==> src/rtl/aes_mix_pkg.sv <==
// Shared types and GF(2^8) helpers for the AES MixColumns datapath.
// Polynomial 0x11B; every multiplier is built from xtime and XOR (no tables).
package aes_mix_pkg;

  localparam logic MODE_FWD = 1'b0;
  localparam logic MODE_INV = 1'b1;

  typedef logic [31:0] col_t;

  typedef enum logic [1:0] {
    IDLE = 2'd0,
    BUSY = 2'd1,
    DONE = 2'd2
  } state_e;

  function automatic logic [7:0] xtime(input logic [7:0] b);
    return {b[6:0], 1'b0} ^ (b[7] ? 8'h1b : 8'h00);
  endfunction

  function automatic logic [7:0] gmul3(input logic [7:0] b);
    return xtime(b) ^ b;
  endfunction

  function automatic logic [7:0] gmul9(input logic [7:0] b);
    return xtime(xtime(xtime(b))) ^ b;
  endfunction

  function automatic logic [7:0] gmul11(input logic [7:0] b);
    return xtime(xtime(xtime(b))) ^ xtime(b) ^ b;
  endfunction

  function automatic logic [7:0] gmul13(input logic [7:0] b);
    return xtime(xtime(xtime(b))) ^ xtime(xtime(b)) ^ b;
  endfunction

  function automatic logic [7:0] gmul14(input logic [7:0] b);
    return xtime(xtime(xtime(b))) ^ xtime(xtime(b)) ^ xtime(b);
  endfunction

endpackage

==> src/rtl/mix_column_unit.sv <==
// Combinational single-column MixColumns / InvMixColumns.
// Ports: col_in (byte 0 = MSB), inv (1 = inverse), col_out.
// Macro MIXCOL_INV_EN: when undefined the inverse matrix is not built and inv is ignored.
module mix_column_unit
  import aes_mix_pkg::*;
(
  input  logic [31:0] col_in,
  input  logic        inv,
  output logic [31:0] col_out
);

  logic [7:0] a0, a1, a2, a3;

  assign {a0, a1, a2, a3} = col_in;

  // Forward matrix by default, overridden by the inverse matrix when enabled.
  always_comb begin
    col_out = {xtime(a0) ^ gmul3(a1) ^ a2 ^ a3,
               a0 ^ xtime(a1) ^ gmul3(a2) ^ a3,
               a0 ^ a1 ^ xtime(a2) ^ gmul3(a3),
               gmul3(a0) ^ a1 ^ a2 ^ xtime(a3)};
`ifdef MIXCOL_INV_EN
    if (inv == MODE_INV) begin
      col_out = {gmul14(a0) ^ gmul11(a1) ^ gmul13(a2) ^ gmul9(a3),
                 gmul9(a0) ^ gmul14(a1) ^ gmul11(a2) ^ gmul13(a3),
                 gmul13(a0) ^ gmul9(a1) ^ gmul14(a2) ^ gmul11(a3),
                 gmul11(a0) ^ gmul13(a1) ^ gmul9(a2) ^ gmul14(a3)};
    end
`endif
  end

`ifndef MIXCOL_INV_EN
  logic unused_inv;
  assign unused_inv = inv;
`endif

endmodule

==> src/rtl/mixcolumns_seq.sv <==
// Sequential AES MixColumns / InvMixColumns, COLS_PER_CYCLE columns per clock.
// Ports: clk, rst (sync, active-high); in_valid/in_ready/in_mode/in_state input handshake;
//        out_valid/out_ready/out_state/out_mode output handshake. Column c = bits [127-32c -: 32].
// Macro MIXCOL_INV_EN: builds the inverse datapath; undefined -> forward only, out_mode = 0.
module mixcolumns_seq
  import aes_mix_pkg::*;
#(
  parameter int unsigned COLS_PER_CYCLE = 1
) (
  input  logic         clk,
  input  logic         rst,
  input  logic         in_valid,
  output logic         in_ready,
  input  logic         in_mode,
  input  logic [127:0] in_state,
  output logic         out_valid,
  input  logic         out_ready,
  output logic [127:0] out_state,
  output logic         out_mode
);

  localparam int unsigned N_GROUPS = 4 / COLS_PER_CYCLE;
  localparam int unsigned CNT_W    = (N_GROUPS > 1) ? $clog2(N_GROUPS) : 1;

  if (!(COLS_PER_CYCLE == 1 || COLS_PER_CYCLE == 2 || COLS_PER_CYCLE == 4)) begin : g_bad_cfg
    $error("mixcolumns_seq: COLS_PER_CYCLE must be 1, 2 or 4");
  end

  state_e             state_q, state_d;
  logic [127:0]       work_q, work_d;
  logic               mode_q, mode_d;
  logic [CNT_W-1:0]   cnt_q, cnt_d;
  logic               out_valid_q, out_valid_d;
  logic               in_mode_eff;
  logic               accept;
  logic               last_grp;
  col_t               unit_in  [COLS_PER_CYCLE];
  col_t               unit_out [COLS_PER_CYCLE];

`ifdef MIXCOL_INV_EN
  assign in_mode_eff = in_mode;
  assign out_mode    = mode_q;
`else
  logic unused_in_mode;
  assign unused_in_mode = in_mode;
  assign in_mode_eff    = MODE_FWD;
  assign out_mode       = MODE_FWD;
`endif

  // Ready depends on out_ready in DONE so a new job can be taken as the result leaves.
  assign in_ready  = !rst && ((state_q == IDLE) || ((state_q == DONE) && out_ready));
  assign accept    = in_valid && in_ready;
  assign last_grp  = (cnt_q == CNT_W'(N_GROUPS - 1));
  assign out_valid = out_valid_q;
  assign out_state = work_q;

  // Column-select mux: group g feeds columns g*COLS_PER_CYCLE + k.
  always_comb begin
    for (int unsigned k = 0; k < COLS_PER_CYCLE; k++) begin
      unit_in[k] = work_q[127 - 32*(32'(cnt_q)*COLS_PER_CYCLE + k) -: 32];
    end
  end

  for (genvar k = 0; k < COLS_PER_CYCLE; k++) begin : g_unit
    mix_column_unit u_mix (
      .col_in  (unit_in[k]),
      .inv     (mode_q),
      .col_out (unit_out[k])
    );
  end

  // Next-state and datapath update.
  always_comb begin
    state_d     = state_q;
    work_d      = work_q;
    mode_d      = mode_q;
    cnt_d       = cnt_q;
    out_valid_d = out_valid_q;
    unique case (state_q)
      IDLE: begin
        if (accept) begin
          work_d  = in_state;
          mode_d  = in_mode_eff;
          cnt_d   = '0;
          state_d = BUSY;
        end
      end
      BUSY: begin
        for (int unsigned k = 0; k < COLS_PER_CYCLE; k++) begin
          work_d[127 - 32*(32'(cnt_q)*COLS_PER_CYCLE + k) -: 32] = unit_out[k];
        end
        cnt_d = cnt_q + CNT_W'(1);
        if (last_grp) begin
          state_d     = DONE;
          out_valid_d = 1'b1;
        end
      end
      DONE: begin
        if (out_ready) begin
          out_valid_d = 1'b0;
          if (accept) begin
            work_d  = in_state;
            mode_d  = in_mode_eff;
            cnt_d   = '0;
            state_d = BUSY;
          end else begin
            state_d = IDLE;
          end
        end
      end
      default: state_d = IDLE;
    endcase
  end

  always_ff @(posedge clk) begin
    if (rst) begin
      state_q     <= IDLE;
      work_q      <= '0;
      mode_q      <= MODE_FWD;
      cnt_q       <= '0;
      out_valid_q <= 1'b0;
    end else begin
      state_q     <= state_d;
      work_q      <= work_d;
      mode_q      <= mode_d;
      cnt_q       <= cnt_d;
      out_valid_q <= out_valid_d;
    end
  end

endmodule

==> config.mk <==
export PLATFORM = sky130hd
export DESIGN_NAME = mixcolumns_seq
export DESIGN_NICKNAME = d
export VERILOG_FILES = /design/src/rtl/aes_mix_pkg.sv /design/src/rtl/mix_column_unit.sv /design/src/rtl/mixcolumns_seq.sv
export SDC_FILE = /design/constraint.sdc
export NUM_CORES = 1
export LEC_CHECK = 0
export ABC_CLOCK_PERIOD_IN_PS = 4960
export BUFFER_PORTS_ARGS = -buffer_cell sky130_fd_sc_hd__buf_2
export CORE_MARGIN = 2
export CORE_UTILIZATION = 45
export CTS_BUF_LIST = sky130_fd_sc_hd__clkbuf_4 sky130_fd_sc_hd__clkbuf_8
export DETAILED_ROUTE_END_ITERATION = 8
export PLACE_DENSITY = 0.73
export SYNTH_ARGS = -nofsm -noshare
export SYNTH_HDL_FRONTEND = slang
export SYNTH_SLANG_ARGS = --single-unit
==> constraint.sdc <==
create_clock -name clk -period 4.96 [get_ports clk]
set_input_delay 0.248 -clock clk [delete_from_list [all_inputs] [get_ports clk]]
set_output_delay 0.248 -clock clk [all_outputs]
set_load 0.1 [all_outputs]
Word level (Yosys, flattened, before mapping)
Index checks and enable logic that the tools add are counted.
{ "classes": {"addsub": 3, "multipliers": 0, "n_div": 0, "magnitude_cmp": 0, "n_eq_ne": 6, "shift": 3, "muxes": 19, "n_bitwise": 20, "n_reduce_logical": 11} }
{ "ops": {"columns": ["op", "n"], "rows": [
  ["$pmux 128 s3", 1],
  ["$mux 128", 2],
  ["$xor 8x8->8", 20],
  ["$shift 32x34->159 const A", 1],
  ["$shiftx 159x33->32", 1],
  ["$shiftx 32x34->159", 1],
  ["$bwmux 128", 1],
  ["$neg 32->34", 1],
  ["$mux 5", 4],
  ["$pmux 2 s3", 2],
  ["$mux 2", 5],
  ["$sub 7x7->8 const A", 1],
  ["$ne 2x2->1 const B", 3],
  ["$reduce_and 3->1", 2],
  ["$eq 2x2->1 const B", 2],
  ["$logic_and 1x1->1", 3],
  ["$mux 1", 3],
  ["$reduce_bool 3->1", 1],
  ["$add 2x1->2 const B", 1],
  ["$eq 2x1->1 const B", 1],
  ["$logic_not 2->1", 1],
  ["$pmux 1 s2", 1],
  ["$reduce_and 2->1", 1],
  ["$reduce_bool 2->1", 1],
  ["other kinds (2)", 2]
]} }
{ "word_totals": {"reg_bits": 133, "latch_bits": 0, "ramBits": 0, "mem_bits_ro": 0, "inputBits": 133, "out_inout_bits": 131, "word_cells": 66, "mem_count": 0} }

Longest topological paths before layout
{ "logic_depth": {"ltp_word": 11, "ltp_mapped": 12, "mapped_depth_nobuf": 7} }

By module
Synthesis repeated with hierarchy kept, for this count alone.
{ "unflattened": {"cells_unflattened": 758, "area_unflattened_um2": 7967.6} }
{ "modules_own_cells": {"columns": ["mod", "instances", "cells_per_inst", "area_per_inst_um2", "seq_area_each_um2"], "rows": [
  ["mixcolumns_seq", 1, 677, 6682.7, 2662.6],
  ["mix_column_unit", 1, 81, 1285.0, 0.0]
]} }

Least setup slack after synthesis
No wires, ideal clock.
{ "synth_path": {"path_kind": "register -> register", "start": "register work_q[39] (netlist: out_state[39])", "end": "register work_q[41] (netlist: out_state[41])", "t_arrival_ns": 2.678, "slack_ns": 2.150, "path_stages_with_launch": 7, "path_buffers": 1, "period_less_slack_ns": 2.810, "path_cell_list": "dfxtp_1 > mux4_2 > buf_6 > xor3_1 > xnor3_1 > a221oi_1 > nor3_1"} }
{ "synth_via": {"elab_chain_cells": 10, "word_cells_on_any_way": 28, "cone_classes": "shift (2); mux (6); bitwise (20)"} }
{ "synth_lines": {"columns": ["item", "line_no", "source"], "rows": [
  ["from (decl)", "mixcolumns_seq.sv:30", "logic [127:0] work_q, work_d;"],
  ["from (signal assigned)", "mixcolumns_seq.sv:124", "work_q <= work_d;"],
  ["$shiftx 159x33->32 (*)", "mixcolumns_seq.sv:60", "unit_in[k] = work_q[127 - 32*(32'(cnt_q)*COLS_PER_CYCLE + k) -: 32];"],
  ["$mux 5", "aes_mix_pkg.sv:17", "return {b[6:0], 1'b0} ^ (b[7] ? 8'h1b : 8'h00);"],
  ["$xor 8x8->8", "aes_mix_pkg.sv:17", null],
  ["$xor 8x8->8", "aes_mix_pkg.sv:21", "return xtime(b) ^ b;"],
  ["$xor 8x8->8, on equally long branches (3 in series)", "mix_column_unit.sv:21, mix_column_unit.sv:18", null],
  ["$shiftx 32x34->159 (*)", "mixcolumns_seq.sv:90", "work_d[127 - 32*(32'(cnt_q)*COLS_PER_CYCLE + k) -: 32] = unit_out[k];"],
  ["$bwmux 128 (*)", "mixcolumns_seq.sv:90", null],
  ["$pmux 128 s3 (*)", "mixcolumns_seq.sv:79", "unique case (state_q)"]
]} }
Mark *: on every way between the ends. The rest lies on a longest branch, timed or not.
A chain may end at the register's enable or synchronous reset.

Final worst setup path
{ "layout_path": {"start": "register cnt_q[1]", "end": "register work_q[92] (netlist: out_state[92])"} }
{ "layout_via": {"elab_chain_cells": 11, "word_cells_on_any_way": 31, "cone_classes": "add/sub (2); shift (3); mux (6); bitwise (20)"} }
{ "layout_lines": {"columns": ["item", "line_no", "source"], "rows": [
  ["from (decl)", "mixcolumns_seq.sv:32", "logic [CNT_W-1:0] cnt_q, cnt_d;"],
  ["from (signal assigned)", "mixcolumns_seq.sv:126", "cnt_q <= cnt_d;"],
  ["$sub 7x7->8 (*)", "mixcolumns_seq.sv:60, mixcolumns_seq.sv:90", null],
  ["$shiftx 159x33->32", "mixcolumns_seq.sv:60", null],
  ["$mux 5", "aes_mix_pkg.sv:17", null],
  ["$xor 8x8->8", "aes_mix_pkg.sv:17", null],
  ["$xor 8x8->8", "aes_mix_pkg.sv:21", null],
  ["$xor 8x8->8, on equally long branches (3 in series)", "mix_column_unit.sv:21, mix_column_unit.sv:18", null],
  ["$shiftx 32x34->159", "mixcolumns_seq.sv:90", null],
  ["$bwmux 128 (*)", "mixcolumns_seq.sv:90", null],
  ["$pmux 128 s3 (*)", "mixcolumns_seq.sv:79", null]
]} }
Marks and branches as above.

==> impl_metrics.json <==
{
  "max-clock-path-buffers": 2,
  "fin_setup_tns_ns": 0,
  "yosys.area_share.adder": 0.00653,
  "multiInputGateArea_sq_um": 4640,
  "die_h_um": 135,
  "synth_area_sq_um": 7660,
  "vdd_ir_drop_max_v": 0.000269,
  "grt_use_total": 0.296,
  "ctsResizeCount": 0,
  "die_x_um": 135,
  "drc": 0,
  "worstSetupEndpointType": "register",
  "finClkSkew_ns": 0.0139,
  "rows": 47,
  "synthMuxAreaShare": 0.0940,
  "gp_congestion": 0.863,
  "cts_tree": "done",
  "final_common_cell": "buf_2",
  "drt_first_iter_violations": 642,
  "grt_pass1_wl_mm": 40.5,
  "die-area_sq_um": 18100,
  "hpwlAfterDp_mm": 19.1,
  "antenna_left": 0,
  "root_buffer": "clkbuf_8",
  "drv_slew": 0,
  "syn_inst": 766,
  "grt_remaining_overflow": 0,
  "synth_cell_types": 30,
  "crit_fanout": 31,
  "clk_latency_ns": 0.46,
  "drive_above_1_share": 0.364,
  "synth_top_family_by_area": "XOR/XNOR gates",
  "fill_cells": 1496,
  "reg2reg_depth": 6,
  "post-route-min-period_ns": 3.44,
  "synth_compound_area_frac": 0.156,
  "drt-wirelength-per-cell_um": 22.6,
  "whs_path_depth": 3,
  "powerDensity_nw_per_um2": 505,
  "clk_pin_slew_ns": 0.07,
  "arrival_ns": 3.74,
  "required_ns": 5.26,
  "grt_setup_unrepaired": "false",
  "ios": 264,
  "finalSetupViolCount": 0,
  "start_kind": "register",
  "synth_nets": 903,
  "hold_violations": 0,
  "clock-sinks": 133,
  "fin_crit_sh": 0.693,
  "regArea_sq_um": 2670,
  "status": "complete, no violations",
  "portBuffers": 261,
  "fmax_mhz": 291,
  "hp-class": "primary input to register",
  "grt_pass1_vias": 7086,
  "syn_avg_cell_area_sq_um": 10.0,
  "cts_buffers": 17,
  "cts_setup_buffers": 0,
  "ys_ff_latch": 133,
  "layout.nets": 1109,
  "synthSimpleGateAreaFrac": 0.167,
  "p_leak_nw": 4.16,
  "max_cap_violations": 0,
  "num_vias": 7443,
  "yosysWarnings": 0,
  "most-common-layout-cells": "buf_2 (260), nor2_1 (138), dfxtp_1 (131)",
  "drt_first_pass_iters": 5,
  "grt_antenna_before_repair": 0,
  "start_util": 0.461,
  "diodes": 0,
  "synth_seq_area_share": 0.347,
  "htreeDepth": 4,
  "syn_to_final_growth_pct": 21.9,
  "relSlewSlack": 0.171,
  "critPathKind": "register to register",
  "totalWireLength_mm": 27.2,
  "cts_hold_buf": 0,
  "tightest_slew_ns": 1.24,
  "vias_per_cell": 6.19,
  "coreArea_sq_um": 16600,
  "synth-xor-area-share": 0.178,
  "grt_max_degree": 71,
  "total_power_mw": 4.71
}
## worst max-delay path, stage by stage (launching register included)
cell and delay [ns]:
dfxtp_2 1.02, buf_4 0.38, mux4_2 0.61, xor2_1 0.33
xnor3_1 0.55, a221oi_1 0.32, nor3_1 0.09
## report_power, final
part,leakage [nW],internal (mW),switching (mW)
combinational,2.88,0.806,1.77
clock,0.186,0.439,0.412
sequential,1.10,1.18,0.108
## flip-flops by register name, summed over array words and instances, names as in the netlist
| signal | cells |
|---|---|
| out_state | 128 |
| cnt_q | 2 |
| state_q | 2 |
| out_valid | 1 |
## synthesized netlist by cell type
library cell    n  area share
buf_2           3      0.0020
nor2_1        142       0.070
buf_4           6      0.0059
a221oi_1      128        0.15
clkbuf_1       73       0.036
nand2b_1        2      0.0016
xor2_1         15       0.017
or2_2           4      0.0033
nor2b_1         1     0.00082
buf_6           4      0.0059
dfxtp_1       133        0.35
xnor2_1        11       0.013
ha_1            4      0.0065
xnor2_2         5       0.011
xor2_2          1      0.0021
or3b_2          1      0.0011
o211ai_1        1     0.00098
conb_1          1     0.00049
mux4_2         32       0.094
a22oi_1         1     0.00098
xor3_1          9       0.028
a21oi_1        10      0.0065
nand3b_1        1     0.00098
nor3_1        130       0.085
xnor2_4         3       0.011
and3_1          2      0.0016
o21a_1          1     0.00098
xnor3_1        33       0.097
nand2_1         6      0.0029
inv_1           3      0.0015
## cell type report
type	instances	share of cell area
Sequential cell	133	0.285
Clock inverter	5	0.00563
Timing Repair Buffer	273	0.150
Multi-Input combinational cell	544	0.497
Inverter	3	0.00121
Clock buffer	24	0.0320
Tap cell	220	0.0295
## layer usage
layer	up-vias	track usage	share of wire
met5	-	0	0
met4	0	0.113	0.025
met3	50	0.0702	0.11
met2	496	0.476	0.48
met1	3567	0.391	0.38
li1	3330	-	-
## cells by family after synthesis
group,after synthesis
buffers and inverters,89
adders and majority gates,4
other,1
muxes,32
AOI/OAI and AO/OA,141
DFF,133
xor gates and xnor gates,77
and+or+nand+nor,289
## metrics by stage
stage / setup slack (ns) / hold slack, ns / utilization / instances / area [sq um]
after floorplan: 2.15 / 0.434 / - / 766 / 7660
after global placement: 1.54 / 0.493 / 0.540 / 1173 / 8990
after detailed placement: 1.50 / 0.499 / 0.540 / 1173 / 8990
after CTS: 1.48 / 0.0738 / 0.561 / 1202 / 9340
after global routing: 1.22 / 0.0856 / 0.561 / 1202 / 9340
final: 1.52 / 0.0931 / 0.561 / 1202 / 9340
## worst paths after layout
path	startpoint	to	slack, ns
setup reg to reg	cnt_q[1]	out_state[92]	1.52
hold / removal	in_state[80]	out_state[80]	0.09
setup / recovery	cnt_q[1]	out_state[92]	1.52
hold reg to reg	out_state[7]	out_state[7]	0.51
No activity file was read; power rests on OpenSTA's default activity.
